File: src/rtl/pacman_datapath.sv
// pacman_datapath: datapath partner of the game-control FSM.
// Holds player/ghost position, heading, move timer, score, animation frame,
// sticky game-over flag and the registered VGA plot request, and returns the
// status flags (timer_done, direction, wall/ghost collisions) to the FSM.
// Optional feature: define PACMAN_WRAP_EN to turn the X axis into a tunnel
// (walking off one side re-enters on the other; only Y can touch a wall).
module pacman_datapath #(
  parameter int          INIT_X    = 7,
  parameter int          INIT_Y    = 50,
  parameter int          STEP      = 1,
  parameter int          TICKS     = 2500000,
  parameter int          X_MIN     = 1,
  parameter int          X_MAX     = 158,
  parameter int          Y_MIN     = 1,
  parameter int          Y_MAX     = 118,
  parameter int          SPRITE    = 4,
  parameter logic [15:0] LFSR_SEED = 16'hACE1
) (
  input  logic       clk,
  input  logic       reset_n,
  input  logic       key_up,
  input  logic       key_down,
  input  logic       key_left,
  input  logic       key_right,
  input  logic       en_x_position,
  input  logic [1:0] s_x_position,
  input  logic       en_y_position,
  input  logic [1:0] s_y_position,
  input  logic       en_direction,
  input  logic [1:0] s_direction,
  input  logic       en_timer,
  input  logic [1:0] s_timer,
  input  logic       move_index,
  input  logic       en_ghostRand,
  input  logic       s_score,
  input  logic       en_score,
  input  logic       s_game_over,
  input  logic [1:0] s_plot_color,
  input  logic       plot,
  output logic       timer_done,
  output logic [1:0] direction,
  output logic       touchingWall,
  output logic       touchingGhost,
  output logic       actuallybadGhost,
  output logic [7:0] x_pos,
  output logic [6:0] y_pos,
  output logic [7:0] ghost_x,
  output logic [6:0] ghost_y,
  output logic [9:0] score,
  output logic [1:0] anim_frame,
  output logic       game_over,
  output logic [7:0] vga_x,
  output logic [6:0] vga_y,
  output logic [2:0] vga_color,
  output logic       vga_plot
);

  localparam int            TW         = (TICKS > 1) ? $clog2(TICKS) : 1;
  localparam logic [TW-1:0] TIMER_LOAD = TW'(TICKS - 1);
  localparam logic [7:0]    INIT_X8    = 8'(INIT_X);
  localparam logic [7:0]    STEP_X     = 8'(STEP);
  localparam logic [7:0]    X_MIN8     = 8'(X_MIN);
  localparam logic [7:0]    X_MAX8     = 8'(X_MAX);
  localparam logic [6:0]    INIT_Y7    = 7'(INIT_Y);
  localparam logic [6:0]    STEP_Y     = 7'(STEP);
  localparam logic [6:0]    Y_MIN7     = 7'(Y_MIN);
  localparam logic [6:0]    Y_MAX7     = 7'(Y_MAX);
  localparam logic [8:0]    SPRITE9    = 9'(SPRITE);
  localparam logic [7:0]    GHOST_X0   = 8'(X_MAX / 2);
  localparam logic [6:0]    GHOST_Y0   = 7'(Y_MAX / 2);
`ifdef PACMAN_WRAP_EN
  localparam logic [7:0]    X_WRAP_HI  = 8'(X_MAX - STEP);
  localparam logic [7:0]    X_WRAP_LO  = 8'(X_MIN + STEP);
`endif

  logic [TW-1:0] timer_count;
  logic [15:0]   lfsr;
  logic          lfsr_fb;
  logic          key_up_q, key_down_q, key_left_q, key_right_q;
  logic          s_score_q;
  logic          y_out;
  logic          ghost_out;

  // Palette lookup for the plot colour select.
  function automatic logic [2:0] color_lut(input logic [1:0] sel);
    case (sel)
      2'd0:    return 3'b000;
      2'd1:    return 3'b110;
      2'd2:    return 3'b100;
      default: return 3'b111;
    endcase
  endfunction

  // Absolute distance between two unsigned coordinates.
  function automatic logic [8:0] abs_diff(input logic [7:0] a, input logic [7:0] b);
    logic signed [8:0] d;
    d = signed'({1'b0, a}) - signed'({1'b0, b});
    return (d < 0) ? 9'($unsigned(-d)) : 9'($unsigned(d));
  endfunction

  assign lfsr_fb = lfsr[15] ^ lfsr[13] ^ lfsr[12] ^ lfsr[10];

  // Player X: load / step right / step left / hold (tunnel wrap optional).
  always_ff @(posedge clk or negedge reset_n) begin
    if (!reset_n) x_pos <= INIT_X8;
    else if (en_x_position) begin
      case (s_x_position)
        2'd0: x_pos <= INIT_X8;
`ifdef PACMAN_WRAP_EN
        2'd1: x_pos <= (x_pos > X_WRAP_HI) ? X_MIN8 : x_pos + STEP_X;
        2'd2: x_pos <= (x_pos < X_WRAP_LO) ? X_MAX8 : x_pos - STEP_X;
`else
        2'd1: x_pos <= x_pos + STEP_X;
        2'd2: x_pos <= x_pos - STEP_X;
`endif
        default: x_pos <= x_pos;
      endcase
    end
  end

  // Player Y: load / step down / step up / hold, modulo 7 bits.
  always_ff @(posedge clk or negedge reset_n) begin
    if (!reset_n) y_pos <= INIT_Y7;
    else if (en_y_position) begin
      case (s_y_position)
        2'd0:    y_pos <= INIT_Y7;
        2'd1:    y_pos <= y_pos + STEP_Y;
        2'd2:    y_pos <= y_pos - STEP_Y;
        default: y_pos <= y_pos;
      endcase
    end
  end

  // Heading: FSM force-right wins, else the highest-priority key that just rose.
  always_ff @(posedge clk or negedge reset_n) begin
    if (!reset_n) begin
      direction   <= 2'd3;
      key_up_q    <= 1'b0;
      key_down_q  <= 1'b0;
      key_left_q  <= 1'b0;
      key_right_q <= 1'b0;
    end else begin
      key_up_q    <= key_up;
      key_down_q  <= key_down;
      key_left_q  <= key_left;
      key_right_q <= key_right;
      if (en_direction && (s_direction == 2'd0)) direction <= 2'd3;
      else if (key_up    && !key_up_q)           direction <= 2'd0;
      else if (key_down  && !key_down_q)         direction <= 2'd1;
      else if (key_left  && !key_left_q)         direction <= 2'd2;
      else if (key_right && !key_right_q)        direction <= 2'd3;
    end
  end

  // Move timer: reload beats count; count parks at zero; done lags zero by one clk.
  always_ff @(posedge clk or negedge reset_n) begin
    if (!reset_n) begin
      timer_count <= TIMER_LOAD;
      timer_done  <= 1'b0;
    end else if (en_timer && (s_timer == 2'd0)) begin
      timer_count <= TIMER_LOAD;
      timer_done  <= 1'b0;
    end else begin
      timer_done <= (timer_count == '0);
      if (en_timer && (s_timer == 2'd1) && (timer_count != '0))
        timer_count <= timer_count - 1'b1;
    end
  end

  // Free-running LFSR; ghost samples its current value on the strobe.
  always_ff @(posedge clk or negedge reset_n) begin
    if (!reset_n) begin
      lfsr    <= LFSR_SEED;
      ghost_x <= GHOST_X0;
      ghost_y <= GHOST_Y0;
    end else begin
      lfsr <= {lfsr[14:0], lfsr_fb};
      if (en_ghostRand) begin
        ghost_x <= lfsr[7:0];
        ghost_y <= lfsr[14:8];
      end
    end
  end

  // Score: clear wins; otherwise count each rising edge of s_score, saturating.
  always_ff @(posedge clk or negedge reset_n) begin
    if (!reset_n) begin
      score     <= 10'd0;
      s_score_q <= 1'b0;
    end else begin
      s_score_q <= s_score;
      if (en_score && s_score) score <= 10'd0;
      else if (!en_score && s_score && !s_score_q && (score != 10'h3FF))
        score <= score + 10'd1;
    end
  end

  // Animation frame and sticky game-over flag.
  always_ff @(posedge clk or negedge reset_n) begin
    if (!reset_n) begin
      anim_frame <= 2'd0;
      game_over  <= 1'b0;
    end else begin
      if (move_index)  anim_frame <= anim_frame + 2'd1;
      if (s_game_over) game_over  <= 1'b1;
    end
  end

  // Registered plot request: one-cycle strobe carrying the current position.
  always_ff @(posedge clk or negedge reset_n) begin
    if (!reset_n) begin
      vga_plot  <= 1'b0;
      vga_x     <= 8'd0;
      vga_y     <= 7'd0;
      vga_color <= 3'd0;
    end else begin
      vga_plot <= plot;
      if (plot) begin
        vga_x     <= x_pos;
        vga_y     <= y_pos;
        vga_color <= color_lut(s_plot_color);
      end
    end
  end

  // Collision status is combinational on the current positions.
  assign y_out     = (y_pos < Y_MIN7) || (y_pos > Y_MAX7);
  assign ghost_out = (ghost_x < X_MIN8) || (ghost_x > X_MAX8) ||
                     (ghost_y < Y_MIN7) || (ghost_y > Y_MAX7);
`ifdef PACMAN_WRAP_EN
  assign touchingWall = y_out;
`else
  logic x_out;
  assign x_out        = (x_pos < X_MIN8) || (x_pos > X_MAX8);
  assign touchingWall = x_out || y_out;
`endif
  assign touchingGhost    = (abs_diff(x_pos, ghost_x) < SPRITE9) &&
                            (abs_diff({1'b0, y_pos}, {1'b0, ghost_y}) < SPRITE9);
  assign actuallybadGhost = ghost_out || touchingGhost;

endmodule

File: config.mk
export PLATFORM = sky130hd
export DESIGN_NAME = pacman_datapath
export DESIGN_NICKNAME = d
export VERILOG_FILES = /design/src/rtl/pacman_datapath.sv
export SDC_FILE = /design/constraint.sdc
export NUM_CORES = 1
export LEC_CHECK = 0
export BUFFER_PORTS_ARGS = -buffer_cell sky130_fd_sc_hd__buf_4
export CAP_MARGIN = 20
export CORE_MARGIN = 1
export CORE_UTILIZATION = 45
export CTS_BUF_LIST = sky130_fd_sc_hd__clkbuf_16
export DETAILED_ROUTE_END_ITERATION = 16
export PLACE_DENSITY_LB_ADDON = 0.2
export SETUP_SLACK_MARGIN = 0.4
export SLEW_MARGIN = 40
export SYNTH_ARGS = -nofsm -noshare
export SYNTH_HDL_FRONTEND = slang
export SYNTH_SLANG_ARGS = --single-unit
File: constraint.sdc
create_clock -name clk -period 3.85 [get_ports clk]
set_input_delay 0.5775 -clock clk [delete_from_list [all_inputs] [get_ports clk]]
set_output_delay 0.5775 -clock clk [all_outputs]
set_load 0.01 [all_outputs]
==> results by group, run 1 <==
Worst setup path
  • Critical path depth: 11
  • Delay-heaviest family, CP: compound AO/OA/AOI/OAI gates
  • Reg2Reg Depth: 8
  • Worst path cell trace: ha_4 -> inv_2 -> fa_2 -> a211o_1 -> a211oi_2 -> o21ai_2 -> or4b_1 -> o221ai_2 -> nor2_2 -> o41ai_2 -> buf_4
  • Crit Path Class: reg -> out
  • Worst-path fanout max: 3
  • CP bufs+invs: 2
  • Critical path data required time: 3.27 ns
  • Slowest CP cell: dfstp_2
  • Crit. End Element: primary output
  • Max incr delay on CP: 0.56 ns
  • CP Launch Type: flop
  • WP data arrival: 3.20 ns

Clock tree
  • Htree depth: 3
  • Register clock-pin slew on the reported worst setup and hold paths: 0.08 ns
  • Cts hold-fix bufs: 0
  • Root Driver: clkbuf_16
  • CTS max path bufs: 2
  • CTS tree: built
  • Clock sinks: 108
  • Worst skew pair latency: 0.35 ns
  • Num CTS Buffers: 9

Cells and area
  • Most common cell after layout, fill and taps aside: buf_4
  • Fill cells: 1163
  • Layout cell share with drive strength beyond 1: 30.8%
  • Cell Count, Final, Fillers Out: 910
  • Core Util, Final: 56.3%
  • Most frequent cells in the layout: buf_4 (114), dfrtp_1 (70), nand2_1 (69)
  • Diode count: 0
  • Final Cell Area: 7430 µm²
  • Area Overhead vs Synth: 22.6%
  • Post-layout nets: 786

Placement
  • Port-buffer cells: 93
  • RePlAce Congestion: 0.820
  • Post-DP HPWL: 9.76 mm
  • Dpl cells: 879
  • Post-DP Area: 6940 µm²

STA
  • Worst rel slew slack: 53.7%
  • Period Utilization, post-route: 98.2%
  • Final Hold Fails: 0
  • Setup TNS: 0 ns
  • Final slew viol count: 0
  • Fmax: 264 MHz
  • Min cycle time layout: 3.78 ns
  • Final setup viols: 0
  • RSZ-0062 raised after global routing: yes
  • Clock skew: 0.00704 ns
  • Worst-Margin Slew: 0.690 ns

Die
  • Die Y: 118 µm
  • # IOs: 94
  • Row cnt: 42
  • Die span in x: 118 µm
  • Starting Density: 45.9%
  • Die area: 13900 µm²
  • Core Box Area: 13200 µm²

GRT
  • Number of global-route vias before repair: 4678
  • First-pass GRT wire length: 23.0 mm
  • Initial antenna violation count: 0
  • Largest net degree at the start of global routing: 70
  • Grt total ovfl: 0
  • Gr usage total: 20.6%

Logic synthesis
  • Ys Warns: 0
  • Yosys cell types: 65
  • Synth Area in Compound Gates: 15.6%
  • Synth area leader: dfrtp_1
  • Avg Cell Area, Syn: 9.65 µm²
  • Area share of the largest cell type after synthesis: 28.9%
  • EDFF count, synth: 0
  • Synth Area in Adders: 6.65%
  • Largest family of logic cells by synthesized area: simple AND/OR/NAND/NOR gates
  • Post-synth ARST share: 100%
  • Synth Area in XOR/XNOR: 5.20%
  • Synth top area cells: dfrtp_1 (29%), dfstp_2 (16%), ha_1 (6.0%)
  • Cell area after synthesis: 6060 µm²
  • Mapped Cells: 628
  • Multiplexer share of the synthesized area: 4.09%
  • Seq/Total Area, Yosys: 45.4%
  • Seq cells post-synth: 108
  • Post-synth top flop: dfrtp_1
  • Simple-gate share of the synthesized area: 19.4%
  • Syn Nets: 685

Detailed routing
  • Detail Route Antenna Nets: 0
  • Vias per cell: 5.49
  • Via count: 4998
  • Wire per inst: 15.4 µm
  • DR DRC count: 0
  • First drt pass iteration count: 5
  • Drt total wl: 14.0 mm
  • DRT iter0 DRCs: 337

Power and ir drop
  • PD cells: 447 nW/µm²
  • Peak VDD IR: 0.385 mV
  • Pleak: 3.27 nW
  • Pwr Total: 3.32 mW

Worst hold path
  • Worst hold path type: in -> async

Flow run
  • Max Cap Viol: 0

Outcome
  • Status: completed
cell usage after synthesis (3+ instances only):
library cell / count
dfrtp_1: 70
nor3b_1: 6
inv_1: 33
nor4_1: 7
nand3_1: 15
o21ai_0: 45
clkbuf_1: 22
or2_2: 5
a221oi_1: 3
xnor2_1: 13
dfstp_2: 38
or3_1: 3
nand3b_1: 5
nor2b_1: 10
o31ai_1: 9
a22oi_1: 4
a21o_1: 7
o41ai_1: 5
a21oi_1: 28
and3_1: 8
nand2_1: 69
or4_1: 3
mux2_2: 22
buf_1: 3
and2_1: 5
a211oi_1: 5
a2111oi_0: 3
nand2b_1: 12
nor3_1: 9
o211ai_1: 4
xor2_1: 23
a31oi_1: 6
nor2_1: 52
o21ai_1: 3
a32oi_1: 3
ha_1: 29
nand4_1: 4
power by group:
part / switching, mW / total, mW / internal, mW / leakage, nW
logic: 0.549 / 1.05 / 0.506 / 1.82
clock network: 0.433 / 0.874 / 0.442 / 0.130
registers: 0.126 / 1.39 / 1.27 / 1.32
total: 1.11 / 3.32 / 2.21 / 3.27
kinds of logic after synthesis:
logic type	Yosys count
compound gates	144
xor+xnor	36
fa+ha+maj	31
buf+inv	58
flops	108
mux	22
simple gates	229
routing by layer:
| layer | routed length [µm] | global-route usage, % | up-vias | share of wire (%) |
|---|---|---|---|---|
| met5 | 0 | 0 | - | 0 |
| met4 | 124 | 4.25 | 0 | 0.89 |
| met3 | 724 | 5.81 | 10 | 5.2 |
| met2 | 6570 | 32.6 | 137 | 47 |
| met1 | 6560 | 28.1 | 2420 | 47 |
| li1 | - | - | 2431 | - |
registers in the layout, indices dropped and copies added, names as in the netlist, 2 cells and up:
signal / cells
score: 10
y_pos: 7
ghost_y: 7
vga_color: 3
ghost_x: 8
anim_frame: 2
x_pos: 8
vga_y: 7
timer_count: 22
direction: 2
lfsr: 16
vga_x: 8
timing repair:
item                       4_1_cts  5_1_grt
buffers inserted                 8        7
pin swaps                        5       10
setup endpoints to repair        2        2
resized for setup               12       13
worst paths after layout:
| path | start | to | slack [ns] |
|---|---|---|---|
| worst max-delay path | ghost_y[0]$_DFFE_PN1P_ | actuallybadGhost | 0.07 |
| worst min-delay path | reset_n | timer_count[6]$_DFFE_PN0P_ | 0.20 |
| worst max register to register | timer_count[0]$_DFFE_PN1P_ | timer_count[21]$_DFFE_PN1P_ | 1.38 |
| worst min register to register | lfsr[5]$_DFF_PN1_ | lfsr[6]$_DFF_PN1_ | 0.37 |
| max in group asynchronous | reset_n | timer_count[13]$_DFFE_PN1P_ | 2.82 |
| min in group clk | key_left | key_left_q$_DFF_PN0_ | 0.34 |
final cells by class:
type / count / area, µm² / area share (%)
well taps: 176 / 220 / 2.96
flip-flops and latches: 108 / 2750 / 37.0
clock buffers: 9 / 225 / 3.03
clock inverters: 7 / 50.0 / 0.673
multi-input cells: 462 / 3200 / 43.0
repair buffers: 115 / 867 / 11.7
inverters: 33 / 124 / 1.67
per-stage QoR:
step | hold WS, ns | setup slack, ns
3_3_place_gp | 0.356 | 0.321
2_1_floorplan | 0.282 | 0.467
6_report | 0.198 | 0.0692
4_1_cts | 0.237 | 0.0858
5_1_grt | 0.250 | -0.00502
3_5_place_dp | 0.358 | 0.250
(Power assumes the default switching activity.)
==> run 2: changes to the inputs <==
--- a/config.mk
+++ b/config.mk
@@ -5,12 +5,12 @@
 export SDC_FILE = /design/constraint.sdc
 export NUM_CORES = 1
 export LEC_CHECK = 0
-export BUFFER_PORTS_ARGS = -buffer_cell sky130_fd_sc_hd__buf_4
 export CAP_MARGIN = 20
 export CORE_MARGIN = 1
 export CORE_UTILIZATION = 45
 export CTS_BUF_LIST = sky130_fd_sc_hd__clkbuf_16
 export DETAILED_ROUTE_END_ITERATION = 16
+export DONT_BUFFER_PORTS = 1
 export PLACE_DENSITY_LB_ADDON = 0.2
 export SETUP_SLACK_MARGIN = 0.4
 export SLEW_MARGIN = 40
==> constraint.sdc (replaced) <==
create_clock -name clk -period 3.85 [get_ports clk]
set_input_delay 0.77 -clock clk [delete_from_list [all_inputs] [get_ports clk]]
set_output_delay 0.77 -clock clk [all_outputs]
set_load 0.01 [all_outputs]
==> results by group, run 2 (synthesis gave the netlist of run 1 again) <==
Outcome
  • Status: finished, violations left
  • Failing checks: setup timing

Detailed routing
  • DR DRC count: 0 (unchanged)
  • DRT iter0 DRCs: 278 (-18%)
  • First drt pass iteration count: 5 (unchanged)
  • Vias per cell: 5.65 (+2.9%)
  • Via count: 4583 (-8.3%)
  • Detail Route Antenna Nets: 0 (unchanged)
  • Wire per inst: 16.5 µm (+7.2%)
  • Drt total wl: 13.4 mm (-4.5%)

Worst hold path
  • Worst hold path type: in -> async

Die
  • Die span in x: 118 µm (unchanged)
  • Core Box Area: 13200 µm² (unchanged)
  • Row cnt: 42 (unchanged)
  • Die Y: 118 µm (unchanged)
  • Starting Density: 45.9% (unchanged)
  • # IOs: 94 (unchanged)
  • Die area: 13900 µm² (unchanged)

GRT
  • Grt total ovfl: 0 (unchanged)
  • Initial antenna violation count: 0 (unchanged)
  • Number of global-route vias before repair: 4408 (-5.8%)
  • Largest net degree at the start of global routing: 109 (+56%)
  • First-pass GRT wire length: 21.8 mm (-5.4%)
  • Gr usage total: 19.5% (-1.1 points)

Power and ir drop
  • Int Pwr: 2.15 mW (-3.0%)
  • Switch Pwr: 1.13 mW (+1.9%)
  • Peak VDD IR: 0.307 mV (-20%)
  • Seq pwr share: 43.6% (+1.7 points)
  • Clock power share: 27.3% (+1.0 points)
  • Logic pwr share: 29.1% (-2.7 points)
  • PD cells: 481 nW/µm² (+7.6%)
  • Sw Ratio: 34.5% (+1.1 points)
  • Pleak: 2.79 nW (-15%)

STA
  • Setup WS post-layout: -0.134 ns (-0.204 ns)
  • Clock skew: 0.0110 ns (+0.00398 ns)
  • Fmax: 251 MHz (-5.1%)
  • Final setup viols: 2 (+2)
  • Final slew viol count: 0 (unchanged)
  • Worst rel slew slack: 56.4% (+2.7 points)
  • RSZ-0062 raised after global routing: yes
  • WHS: 0.116 ns (-0.0819 ns)
  • Min cycle time layout: 3.98 ns (+0.204 ns)
  • Period Utilization, post-route: 103% (+5.3 points)
  • Worst-Margin Slew: 0.650 ns (-0.0400 ns)
  • Final Hold Fails: 0 (unchanged)

Placement
  • RePlAce Congestion: 0.846 (+3.2%)
  • Post-DP HPWL: 9.19 mm (-5.8%)
  • Port-buffer cells: 0 (-100%)
  • Dpl cells: 791 (-10%)
  • Post-place setup slack: 0.150 ns (-0.100 ns)

Worst setup path
  • Crit. End Element: primary output
  • Critical path data required time: 3.08 ns (-0.19 ns)
  • Worst reg-to-reg setup slack: 1.42 ns (+0.04 ns)
  • Worst-path fanout max: 5 (+2)
  • Crit Path Class: reg -> out
  • WP data arrival: 3.21 ns (about the same)
  • CP Launch Type: flop

Flow run
  • Max Cap Viol: 0 (unchanged)

Cells and area
  • Most frequent cells in the layout: nand2_1 (69), dfrtp_1 (68), nor2_1 (50)
  • Fill cells: 1198 (+3.0%)
  • Core Util, Final: 51.7% (-4.7 points)
  • Cell Count, Final, Fillers Out: 811 (-11%)
  • Layout cell share with drive strength beyond 1: 21.3% (-9.5 points)
  • Post-layout nets: 687 (-13%)
  • Most common cell after layout, fill and taps aside: nand2_1
  • Most flops, register: timer_count
  • Regs by FF count: timer_count (22), lfsr (16), score (10)
  • Multi-input logic area: 3310 µm² (+3.5%)
  • Max FFs per register: 22 (unchanged)
  • Register area: 2750 µm² (about the same)
  • Area Overhead vs Synth: 12.4%
  • Diode count: 0 (unchanged)

Clock tree
  • Cts hold-fix bufs: 0 (unchanged)
  • Worst skew pair latency: 0.35 ns (about the same)
  • Clock sinks: 108 (unchanged)
  • Num CTS Buffers: 9 (unchanged)
  • Htree depth: 3 (unchanged)
  • Root Driver: clkbuf_16
  • CTS tree: built
  • CTS max path bufs: 2 (unchanged)
  • Register clock-pin slew on the reported worst setup and hold paths: 0.07 ns (about the same)
[run 2: power groups by stage]
stage / logic, mW / registers (mW) / clock network (mW)
floorplan: 0.597 / 1.41 / 0
global placement: 0.694 / 1.44 / 0
detailed placement: 0.722 / 1.44 / 0
CTS: 0.736 / 1.43 / 0.931
global route: 1.05 / 1.45 / 0.981
finish: 0.955 / 1.43 / 0.895
[run 2: cell type report]
type | count | share of cell area [%]
timing repair buffer | 16 | 1.76
clock buffer | 9 | 3.31
multi-input combinational | 462 | 48.5
inverter | 33 | 1.82
clock inverter | 7 | 0.936
tap | 176 | 3.23
sequential | 108 | 40.4
[run 2: routing by layer]
layer	wire length, µm	track usage, %	vias to the layer above
li1	-	-	2227
met3	720	5.09	15
met4	200	6.73	0
met2	6200	29.3	131
met1	6230	27.1	2210
met5	0	0	-
[run 2: worst paths after layout]
kind                                            start                     endpoint  depth (start not counted)
max                            ghost_x[0]$_DFFE_PN1P_             actuallybadGhost                         11
min                                           reset_n         timer_done$_DFF_PN0_                          0
max reg2reg                timer_count[0]$_DFFE_PN1P_  timer_count[21]$_DFFE_PN1P_                          8
min reg2reg                         lfsr[5]$_DFF_PN1_            lfsr[6]$_DFF_PN1_                          0
max in group asynchronous                     reset_n       ghost_x[1]$_DFFE_PN1P_                          0
min in group clk                    lfsr[5]$_DFF_PN1_            lfsr[6]$_DFF_PN1_                          0
[run 2: through the flow]
stage               setup TNS [ns]  instance area, µm²  total power [mW]
finish                      -0.219                6810              3.28
global route                -0.475                6810              3.48
CTS                         -0.252                6610              3.09
detailed placement               0                6280              2.17
global placement                 0                6280              2.13
floorplan                        0                6070              2.00
[run 2: worst max-delay path: stages, from the launching register on]
cell	delay [ns]
dfstp_2	0.53
ha_2	0.16
inv_1	0.05
fa_2	0.39
a21o_1	0.23
a21oi_4	0.20
o31ai_4	0.10
a21oi_4	0.26
a22oi_1	0.12
a221o_1	0.32
o41ai_4	0.32
buf_4	0.18
[run 2: repair_timing]
item	CTS	global route
buffers inserted	1	3
pin swaps	3	12
gates cloned	0	0
resized for setup	7	31
endpoints found under the setup margin	2	2
